==> src/rtl/fetch_pkg.sv <==
// Shared fetch/decode definitions: FSM state encoding, the 16-bit
// instruction type, the default bubble instruction and the PC+2 helper.
package fetch_pkg;

  typedef logic [15:0] instr_t;

  localparam instr_t NOP_INSTR_DEFAULT = 16'h0800;

  typedef enum logic [1:0] {
    REQ   = 2'd0,
    WAIT  = 2'd1,
    SKID  = 2'd2,
    DRAIN = 2'd3
  } fetch_state_e;

  // Address of the next sequential instruction; wraps modulo 2^16.
  function automatic logic [15:0] pc_inc2(input logic [15:0] pc);
    return pc + 16'd2;
  endfunction

endpackage

==> src/rtl/fetch_skid.sv <==
// One-entry {instr, pcinc} holding buffer used when a fetch completes while
// decode is stalled. Only the occupancy bit is reset; the payload is
// qualified by it.
module fetch_skid
  import fetch_pkg::*;
(
  input  logic        clk,
  input  logic        rst,
  input  logic        load,
  input  logic        unload,
  input  logic        clear,
  input  instr_t      instr_in,
  input  logic [15:0] pcinc_in,
  output instr_t      instr,
  output logic        valid,
  output logic [15:0] pcinc
);

  logic        valid_q, valid_d;
  instr_t      instr_q, instr_d;
  logic [15:0] pcinc_q, pcinc_d;

  // Next-state: clear wins, then load, then unload.
  always_comb begin
    valid_d = valid_q;
    instr_d = instr_q;
    pcinc_d = pcinc_q;
    if (clear) begin
      valid_d = 1'b0;
    end else if (load) begin
      valid_d = 1'b1;
      instr_d = instr_in;
      pcinc_d = pcinc_in;
    end else if (unload) begin
      valid_d = 1'b0;
    end
  end

  // Occupancy register with asynchronous reset.
  always_ff @(posedge clk or posedge rst) begin
    if (rst) valid_q <= 1'b0;
    else     valid_q <= valid_d;
  end

  // Payload registers, meaningful only while valid_q is set.
  always_ff @(posedge clk) begin
    instr_q <= instr_d;
    pcinc_q <= pcinc_d;
  end

  assign instr = instr_q;
  assign pcinc = pcinc_q;
  assign valid = valid_q;

endmodule

==> src/rtl/fetch_stage.sv <==
// Instruction-fetch stage: memory read handshake, IF/ID register, skid
// buffer for decode stalls, and the PC hold feedback.
// Optional misaligned-fetch check enabled by FETCH_ALIGN_CHK_EN.
module fetch_stage
  import fetch_pkg::*;
#(
  parameter logic [15:0] NOP_INSTR = NOP_INSTR_DEFAULT
) (
  input  logic        clk,
  input  logic        rst,
  input  logic [15:0] PC,
  input  logic [15:0] ImemData,
  input  logic        ImemDone,
  input  logic        ImemStall,
  input  logic        IdStall,
  input  logic        Flush,
  output logic [15:0] ImemAddr,
  output logic        ImemRd,
  output logic [15:0] IfIdInstr,
  output logic [15:0] IfIdPcInc,
  output logic        IfIdValid,
  output logic        PcHold,
  output logic        Err
);

  fetch_state_e state_q, state_d;
  instr_t       instr_q, instr_d;
  logic [15:0]  pcinc_q, pcinc_d;
  logic         valid_q, valid_d;

  logic         skid_load, skid_unload, skid_clear;
  instr_t       skid_instr;
  logic [15:0]  skid_pcinc;
  logic         skid_valid;

  logic         deliver;
  logic         align_bad;
  logic [15:0]  pc_next;

  assign pc_next  = pc_inc2(PC);
  assign ImemAddr = PC;

`ifdef FETCH_ALIGN_CHK_EN
  logic err_q, err_d;

  assign align_bad = (state_q == REQ) && PC[0];

  // Sticky misalignment flag, cleared only by reset.
  always_comb err_d = err_q | align_bad;

  // Error flag register.
  always_ff @(posedge clk or posedge rst) begin
    if (rst) err_q <= 1'b0;
    else     err_q <= err_d;
  end

  assign Err = err_q;
`else
  assign align_bad = 1'b0;
  assign Err       = 1'b0;
`endif

  fetch_skid u_skid (
    .clk      (clk),
    .rst      (rst),
    .load     (skid_load),
    .unload   (skid_unload),
    .clear    (skid_clear),
    .instr_in (ImemData),
    .pcinc_in (pc_next),
    .instr    (skid_instr),
    .valid    (skid_valid),
    .pcinc    (skid_pcinc)
  );

  // FSM next state, IF/ID next value, skid controls and memory/PC handshake.
  always_comb begin
    state_d     = state_q;
    instr_d     = instr_q;
    pcinc_d     = pcinc_q;
    valid_d     = valid_q;
    skid_load   = 1'b0;
    skid_unload = 1'b0;
    skid_clear  = 1'b0;
    deliver     = 1'b0;
    ImemRd      = 1'b0;
    PcHold      = 1'b1;

    case (state_q)
      REQ: begin
        ImemRd = 1'b1;
        if (align_bad) begin
          ImemRd  = 1'b0;
          instr_d = NOP_INSTR;
          pcinc_d = 16'h0000;
          valid_d = 1'b0;
        end else if (!ImemStall) begin
          if (ImemDone) deliver = 1'b1;
          else          state_d = WAIT;
        end
      end
      WAIT: begin
        if (ImemDone) begin
          deliver = 1'b1;
          state_d = REQ;
        end
      end
      SKID: begin
        if (!IdStall) begin
          instr_d     = skid_instr;
          pcinc_d     = skid_pcinc;
          valid_d     = skid_valid;
          skid_unload = 1'b1;
          state_d     = REQ;
        end
      end
      DRAIN: begin
        // The redirected-away response is dropped when it arrives.
        if (ImemDone) state_d = REQ;
      end
      default: state_d = REQ;
    endcase

    // A returned instruction goes straight to decode if the IF/ID slot is
    // free or draining this cycle, otherwise it is parked in the skid entry.
    if (deliver) begin
      PcHold = 1'b0;
      if (!valid_q || !IdStall) begin
        instr_d = ImemData;
        pcinc_d = pc_next;
        valid_d = 1'b1;
      end else begin
        skid_load = 1'b1;
        state_d   = SKID;
      end
    end

    // A redirect discards everything in flight. A request still outstanding
    // in WAIT (or DRAIN) must have its response swallowed before refetching.
    if (Flush) begin
      instr_d     = NOP_INSTR;
      pcinc_d     = 16'h0000;
      valid_d     = 1'b0;
      skid_load   = 1'b0;
      skid_unload = 1'b0;
      skid_clear  = 1'b1;
      PcHold      = 1'b1;
      if ((state_q == WAIT || state_q == DRAIN) && !ImemDone) state_d = DRAIN;
      else                                                    state_d = REQ;
    end

    if (rst) begin
      ImemRd = 1'b0;
      PcHold = 1'b1;
    end
  end

  // FSM state and IF/ID pipeline register.
  always_ff @(posedge clk or posedge rst) begin
    if (rst) begin
      state_q <= REQ;
      instr_q <= NOP_INSTR;
      pcinc_q <= 16'h0000;
      valid_q <= 1'b0;
    end else begin
      state_q <= state_d;
      instr_q <= instr_d;
      pcinc_q <= pcinc_d;
      valid_q <= valid_d;
    end
  end

  assign IfIdInstr = instr_q;
  assign IfIdPcInc = pcinc_q;
  assign IfIdValid = valid_q;

endmodule

==> config.mk <==
export PLATFORM = sky130hd
export DESIGN_NAME = fetch_stage
export DESIGN_NICKNAME = d
export VERILOG_FILES = /design/src/rtl/fetch_pkg.sv /design/src/rtl/fetch_skid.sv /design/src/rtl/fetch_stage.sv
export SDC_FILE = /design/constraint.sdc
export NUM_CORES = 1
export LEC_CHECK = 0
export BUFFER_PORTS_ARGS = -buffer_cell sky130_fd_sc_hd__buf_2
export CORE_MARGIN = 4
export CORE_UTILIZATION = 47
export CTS_CLUSTER_DIAMETER = 100
export DETAILED_ROUTE_END_ITERATION = 16
export PLACE_DENSITY = 0.79
export RECOVER_POWER = 100
export SYNTH_ARGS = -nofsm -noshare
export SYNTH_HDL_FRONTEND = slang
export SYNTH_HIERARCHICAL = 1
export SYNTH_SLANG_ARGS = --single-unit
export TNS_END_PERCENT = 20
==> constraint.sdc <==
create_clock -name clk -period 2.55 [get_ports clk]
set_input_delay 0.255 -clock clk [delete_from_list [all_inputs] [get_ports clk]]
set_output_delay 0.255 -clock clk [all_outputs]
set_load 0.02 [all_outputs]
==> flow_metrics.py, run 1 <==
metrics = {
    "layout": {
        "diodes": 0,
        "areaGrowthSynthToFinish_pct": 15.1,
        "drive_gt1_share_pct": 14.2,
        "fin_nets": 379,
        "stdcell_area_sq_um": 3720,
        "layout_commonest_cell": "clkbuf_1",
        "final_cell_mix": "67 x clkbuf_1, 35 x dfrtp_1, 32 x edfxtp_1",
    },
    "timing": {
        "drv_slew": 0,
        "grt_setup_unrepaired": "false",
        "period_share_pct": 76.4,
        "hold_viol": 0,
        "fin_crit_ns": 1.95,
        "holdWs_ns": 0.0955,
        "setup_tns_ns": 0,
        "fin_skew_ns": 0.00566,
        "max_freq_mhz": 513,
        "tightest_slew_ns": 0.914,
        "relSlewSlack_pct": 39.1,
        "setup_viol": 0,
    },
    "floorplan": {
        "io_pins": 90,
        "initial_core_util_pct": 49.7,
        "die_area_sq_um": 8260,
        "rows": 29,
        "die_width_um": 90.9,
        "coreArea_sq_um": 6490,
        "die_h_um": 90.9,
    },
    "setup_path": {
        "critical_path.top_delay_family": "simple AND/OR/NAND/NOR gates",
        "critPathBufInv": 2,
        "cp_common_cell": "nor2_1",
        "worstPathMaxFanout": 17,
        "start_kind": "flop",
        "critPathCaptureType": "flop",
        "path_cells": "nor2b_1 > nand2_1 > nor2_1 > inv_1 > nor2_1 > clkbuf_2",
        "worstPathArrival_ns": 1.93,
        "max_stage_delay_ns": 0.42,
        "critical_path_required_ns": 2.53,
        "crit_path_top_delay_cell": "clkbuf_2",
        "worstSetupPathType": "flop to flop",
    },
    "synth": {
        "synth_area_per_cell_sq_um": 12.2,
        "synth_area_leader_cell": "edfxtp_1",
        "netlist_area_sq_um": 3230,
        "synth.distinct_cells": 36,
        "synth_top_area_share_pct": 29.7,
        "synthCells": 265,
        "synthTopCellsByArea": "edfxtp_1 30%, dfrtp_1 27%, mux2i_1 9.6%",
        "synth_warnings": 6,
        "synth_seq_cells": 68,
        "yosysSeqAreaShare_pct": 57.7,
        "syn-num-nets": 304,
    },
    "placement": {
        "io_buffers": 88,
        "hpwl_mm": 4.50,
        "gp_congestion": 0.716,
        "placed_area_sq_um": 3650,
    },
    "power": {
        "ir_drop_uv": 282,
        "pwr_density_cell_nw_per_um2": 686,
        "p_leak_uw": 0.00141,
        "power_uw": 2550,
    },
    "clock_tree": {
        "cts.sinks": 68,
        "cts_made_buffers": 9,
        "tritoncts": "built",
        "clockRootBuffer": "clkbuf_8",
        "insertion_delay_ns": 0.34,
        "clk_pin_slew_worst_paths_ns": 0.07,
        "cts_buffer_depth": 2,
        "htreeDepth": 3,
    },
    "route": {
        "post_drt_wl_per_cell_um": 15.6,
        "drt_iter0_drc": 42,
        "via_per_inst": 5.25,
        "drc": 0,
        "routed_wl_mm": 6.58,
        "vias": 2214,
        "postRouteAntennaNets": 0,
        "first_pass_iters": 5,
    },
    "global_routing": {
        "antenna_found_initial": 0,
        "grt_pass1_vias": 2281,
        "grt_max_degree": 37,
        "grt-ovfl-total": 0,
        "grt_pass1_wl_mm": 10.7,
        "grt.total_usage_pct": 16.4,
    },
    "status": {
        "outcome": "completed",
    },
    "hold_path": {
        "holdCritPathClass": "primary input to flop",
    },
    "job": {
        "cap_violations": 0,
    },
}
==> where the power goes <==
part	total (uW)	switching (uW)	internal [uW]
clock	942	394	548
sequential	1240	31.0	1200
combinational	375	250	126
==> cell type report <==
type / count / area [sq um]
fillers: 595 / 2780
flip-flops and latches: 68 / 1860
multi-input cells: 158 / 1090
repair buffers: 95 / 432
clock buffers: 11 / 131
well taps: 77 / 96.3
clock inverters: 5 / 77.6
inverters: 8 / 30.0
==> cell usage after synthesis, drive strengths merged <==
| cell | count |
|---|---|
| ha | 1 |
| and2 | 1 |
| nor4 | 3 |
| and3b | 1 |
| o21ai | 1 |
| dfstp | 1 |
| and3 | 1 |
| a211oi | 23 |
| a21oi | 12 |
| mux2i | 31 |
| nor3 | 5 |
| clkbuf | 6 |
| edfxtp | 32 |
| nor2 | 29 |
| xor2 | 9 |
| buf | 25 |
| nand4 | 3 |
| a311o | 1 |
| o21a | 10 |
| nand2 | 7 |
| dfrtp | 35 |
| nor2b | 4 |
| nand3 | 7 |
| conb | 1 |
| xnor2 | 4 |
| inv | 8 |
| nand2b | 2 |
| nor3b | 1 |
| or2 | 1 |
==> cells by family (layout without fill, tap and decap cells) <==
group | after synthesis | count (layout) | share of synthesized area, %
simple gates | 65 | 65 | 11.2
mux | 31 | 31 | 9.61
fa+ha+maj | 1 | 1 | 0.387
xor+xnor | 13 | 13 | 3.52
other cells | 1 | 1 | 0.116
buf+inv | 39 | 119 | 7.44
compound gates | 47 | 47 | 10.1
flops | 68 | 68 | 57.7
==> worst paths after layout <==
kind	start	end	slack, ns	cells past startpoint
max	state_q[1]	u_skid/pcinc[12]	0.60	6
min	ImemDone	state_q[0]	0.1	2
max reg2reg	state_q[1]	u_skid/pcinc[12]	0.60	6
min reg2reg	u_skid/instr[11]	IfIdInstr[11]	0.56	2
max in group asynchronous	rst	IfIdPcInc[12]	1.18	4
min in group asynchronous	rst	u_skid/valid	0.32	3
==> registers in the layout, indices dropped and copies added, names as in the netlist <==
| name | cells |
|---|---|
| IfIdInstr | 16 |
| u_skid/valid | 1 |
| u_skid/instr | 16 |
| state_q | 2 |
| IfIdValid | 1 |
| IfIdPcInc | 16 |
| u_skid/pcinc | 16 |
==> stage by stage <==
| stage | util (%) | setup WS (ns) | std cells |
|---|---|---|---|
| 2_1_floorplan | - | 0.418 | 265 |
| 3_5_place_dp | 56.1 | 0.672 | 405 |
| 5_1_grt | 57.3 | 0.409 | 422 |
| 6_report | 57.3 | 0.602 | 422 |
| 4_1_cts | 59.5 | 0.661 | 422 |
| 3_3_place_gp | 56.1 | 0.795 | 405 |
==> timing repair <==
action / 4_1_cts / 5_1_grt
gates resized for setup: 0 / 0
hold buffers: 1 / 0
buffers inserted: 0 / 0
endpoints found under the hold margin: 1 / 0
==> metal layers <==
metal	routed length, um	GRT usage, %	vias up
li1	-	-	1079
met1	2840	20.0	1042
met2	3050	26.6	83
met3	594	5.08	10
met4	93	7.54	0
met5	0	0	-
(Power assumes the default switching activity.)
==> inputs of run 2 (changes only) <==
--- a/config.mk
+++ b/config.mk
@@ -7,7 +7,7 @@
 export LEC_CHECK = 0
 export BUFFER_PORTS_ARGS = -buffer_cell sky130_fd_sc_hd__buf_2
 export CORE_MARGIN = 4
-export CORE_UTILIZATION = 47
+export CORE_UTILIZATION = 49
 export CTS_CLUSTER_DIAMETER = 100
 export DETAILED_ROUTE_END_ITERATION = 16
 export PLACE_DENSITY = 0.79
==> constraint.sdc (replaced) <==
create_clock -name clk -period 2 [get_ports clk]
set_input_delay 0.2 -clock clk [delete_from_list [all_inputs] [get_ports clk]]
set_output_delay 0.2 -clock clk [all_outputs]
set_load 0.02 [all_outputs]
==> flow_metrics.py, run 2 (synthesis gave the netlist of run 1 again) <==
metrics = {
    "status": {
        "outcome": "completed",
    },
    "setup_path": {
        "worstSetupPathType": "flop to flop",
        "start_kind": "flop",
        "rr_endpoint": "IfIdPcInc[10]",
        "worstPathMaxFanout": 36,
        "worstPathArrival_ns": 2.06,
        "critPathCaptureType": "flop",
        "critical_path_required_ns": 2.22,
        "r2r_slack_ns": 0.16,
        "rr_startpoint": "state_q[0]",
        "worstRegToRegCells": 5,
    },
    "timing": {
        "setup_viol": 0,
        "fin_crit_ns": 1.84,
        "fin_skew_ns": 0.00962,
        "relSlewSlack_pct": 38.3,
        "max_freq_mhz": 543,
        "period_share_pct": 92.0,
        "grt_setup_unrepaired": "false",
        "tightest_slew_ns": 0.926,
        "hold_viol": 0,
        "drv_slew": 0,
        "setup_tns_ns": 0,
    },
    "clock_tree": {
        "cts_buffer_depth": 2,
        "tritoncts": "built",
        "cts.sinks": 68,
        "clockRootBuffer": "clkbuf_8",
        "htreeDepth": 3,
        "clk_pin_slew_worst_paths_ns": 0.07,
        "ctsResizeCount": 0,
        "insertion_delay_ns": 0.34,
        "cts_made_buffers": 9,
    },
    "route": {
        "vias": 2193,
        "postRouteAntennaNets": 0,
        "via_per_inst": 5.20,
        "first_pass_iters": 6,
        "drc": 0,
        "post_drt_wl_per_cell_um": 15.6,
        "drt_iter0_drc": 124,
        "routed_wl_mm": 6.59,
    },
    "floorplan": {
        "coreArea_sq_um": 6390,
        "io_pins": 90,
        "rows": 29,
        "initial_core_util_pct": 50.6,
        "die_width_um": 89.2,
        "die_area_sq_um": 7960,
        "die_h_um": 89.2,
    },
    "job": {
        "cap_violations": 0,
    },
    "global_routing": {
        "grt-ovfl-total": 0,
        "grt_max_degree": 62,
        "grt_pass1_wl_mm": 10.8,
        "grt.total_usage_pct": 17.9,
        "antenna_found_initial": 0,
        "use_met3_pct": 4.88,
        "use_met2_pct": 27.9,
        "use_met1_pct": 24.1,
        "busiest_layer": "met2",
        "grt_pass1_vias": 2254,
    },
    "hold_path": {
        "hold_start": "ImemDone",
        "min_delay_path_depth": 2,
        "holdCritPathClass": "primary input to flop",
        "holdPathEnd": "state_q[0]",
    },
    "placement": {
        "hpwl_mm": 4.43,
        "dp_cells": 405,
        "gp_congestion": 0.759,
        "io_buffers": 88,
    },
    "layout": {
        "final_cell_mix": "68 x clkbuf_1, 35 x dfrtp_1, 32 x edfxtp_1",
        "fillers": 573,
        "fin_nets": 379,
        "drive_gt1_share_pct": 13.9,
        "layout_commonest_cell": "clkbuf_1",
        "areaGrowthSynthToFinish_pct": 14.8,
        "diodes": 0,
        "fin_cells": 422,
    },
    "power": {
        "pwr_density_cell_nw_per_um2": 845,
        "ir_drop_uv": 410,
        "p_leak_uw": 0.00140,
    },
}
-- run 2: cell types whose count changed in the layout (fill, tap and decap cells not counted), sizes merged --
cell,delta
clkbuf,+1
buf,-3
bufinv,-1
clkinv,+3
-- run 2: metrics by stage --
stage / power [uW] / util (%) / area [sq um] / setup WS (ns) / hold WS (ns)
CTS: 3210 / 60.2 / 3850 / 0.236 / 0.0226
finish: 3130 / 58.1 / 3710 / 0.159 / 0.0377
global placement: 2110 / 57.1 / 3650 / 0.307 / 0.0697
detailed placement: 2120 / 57.1 / 3650 / 0.259 / 0.0692
floorplan: 1940 / - / 3240 / 0.210 / -0.0713
global route: 3290 / 58.1 / 3710 / 0.0341 / 0.0314
-- run 2: power by group --
part | leakage [uW] | switching [uW] | internal (uW) | total [uW]
Combinational | 0.000539 | 320 | 159 | 479
Sequential | 0.000764 | 39.8 | 1530 | 1570
Clock | 0.0000943 | 511 | 569 | 1080
-- run 2: worst max-delay path by stage --
stage                          start         endpoint  slack (ns)  depth (start not counted)
final                     state_q[0]    IfIdPcInc[10]        0.16                          5
after global routing      state_q[1]  u_skid/pcinc[7]        0.03                          6
after CTS                 state_q[1]  u_skid/pcinc[0]        0.24                          6
after detailed placement  state_q[1]  u_skid/instr[6]        0.26                          6
after global placement    state_q[1]  u_skid/instr[3]        0.31                          6
after floorplan           state_q[1]  u_skid/instr[0]        0.21                          5
-- run 2: final cells by class --
| class | count | area [sq um] | share of cell area, % |
|---|---|---|---|
| Tap cell | 77 | 96.3 | 2.60 |
| Clock inverter | 7 | 67.6 | 1.82 |
| Clock buffer | 9 | 124 | 3.34 |
| Timing Repair Buffer | 95 | 420 | 11.3 |
| Inverter | 8 | 30.0 | 0.810 |
| Multi-Input combinational cell | 158 | 1110 | 29.9 |
| Sequential cell | 68 | 1860 | 50.2 |
-- run 2: routing by layer --
layer / up-vias / wire (um)
li1: 1090 / -
met1: 1016 / 2930
met2: 78 / 3050
met3: 9 / 527
met4: 0 / 87
met5: - / 0
-- run 2: critical path, stage by stage, from the launching register on --
cell	delay (ns)
dfrtp_1	0.45
nor3b_4	0.21
clkbuf_4	0.57
mux2i_1	0.28
a21oi_1	0.09
o21a_1	0.12
-- run 2: repair_timing --
item / 4_1_cts / 5_1_grt
hold buffers: 1 / 0
setup buffers: 0 / 0
hold endpoints to repair: 1 / 0
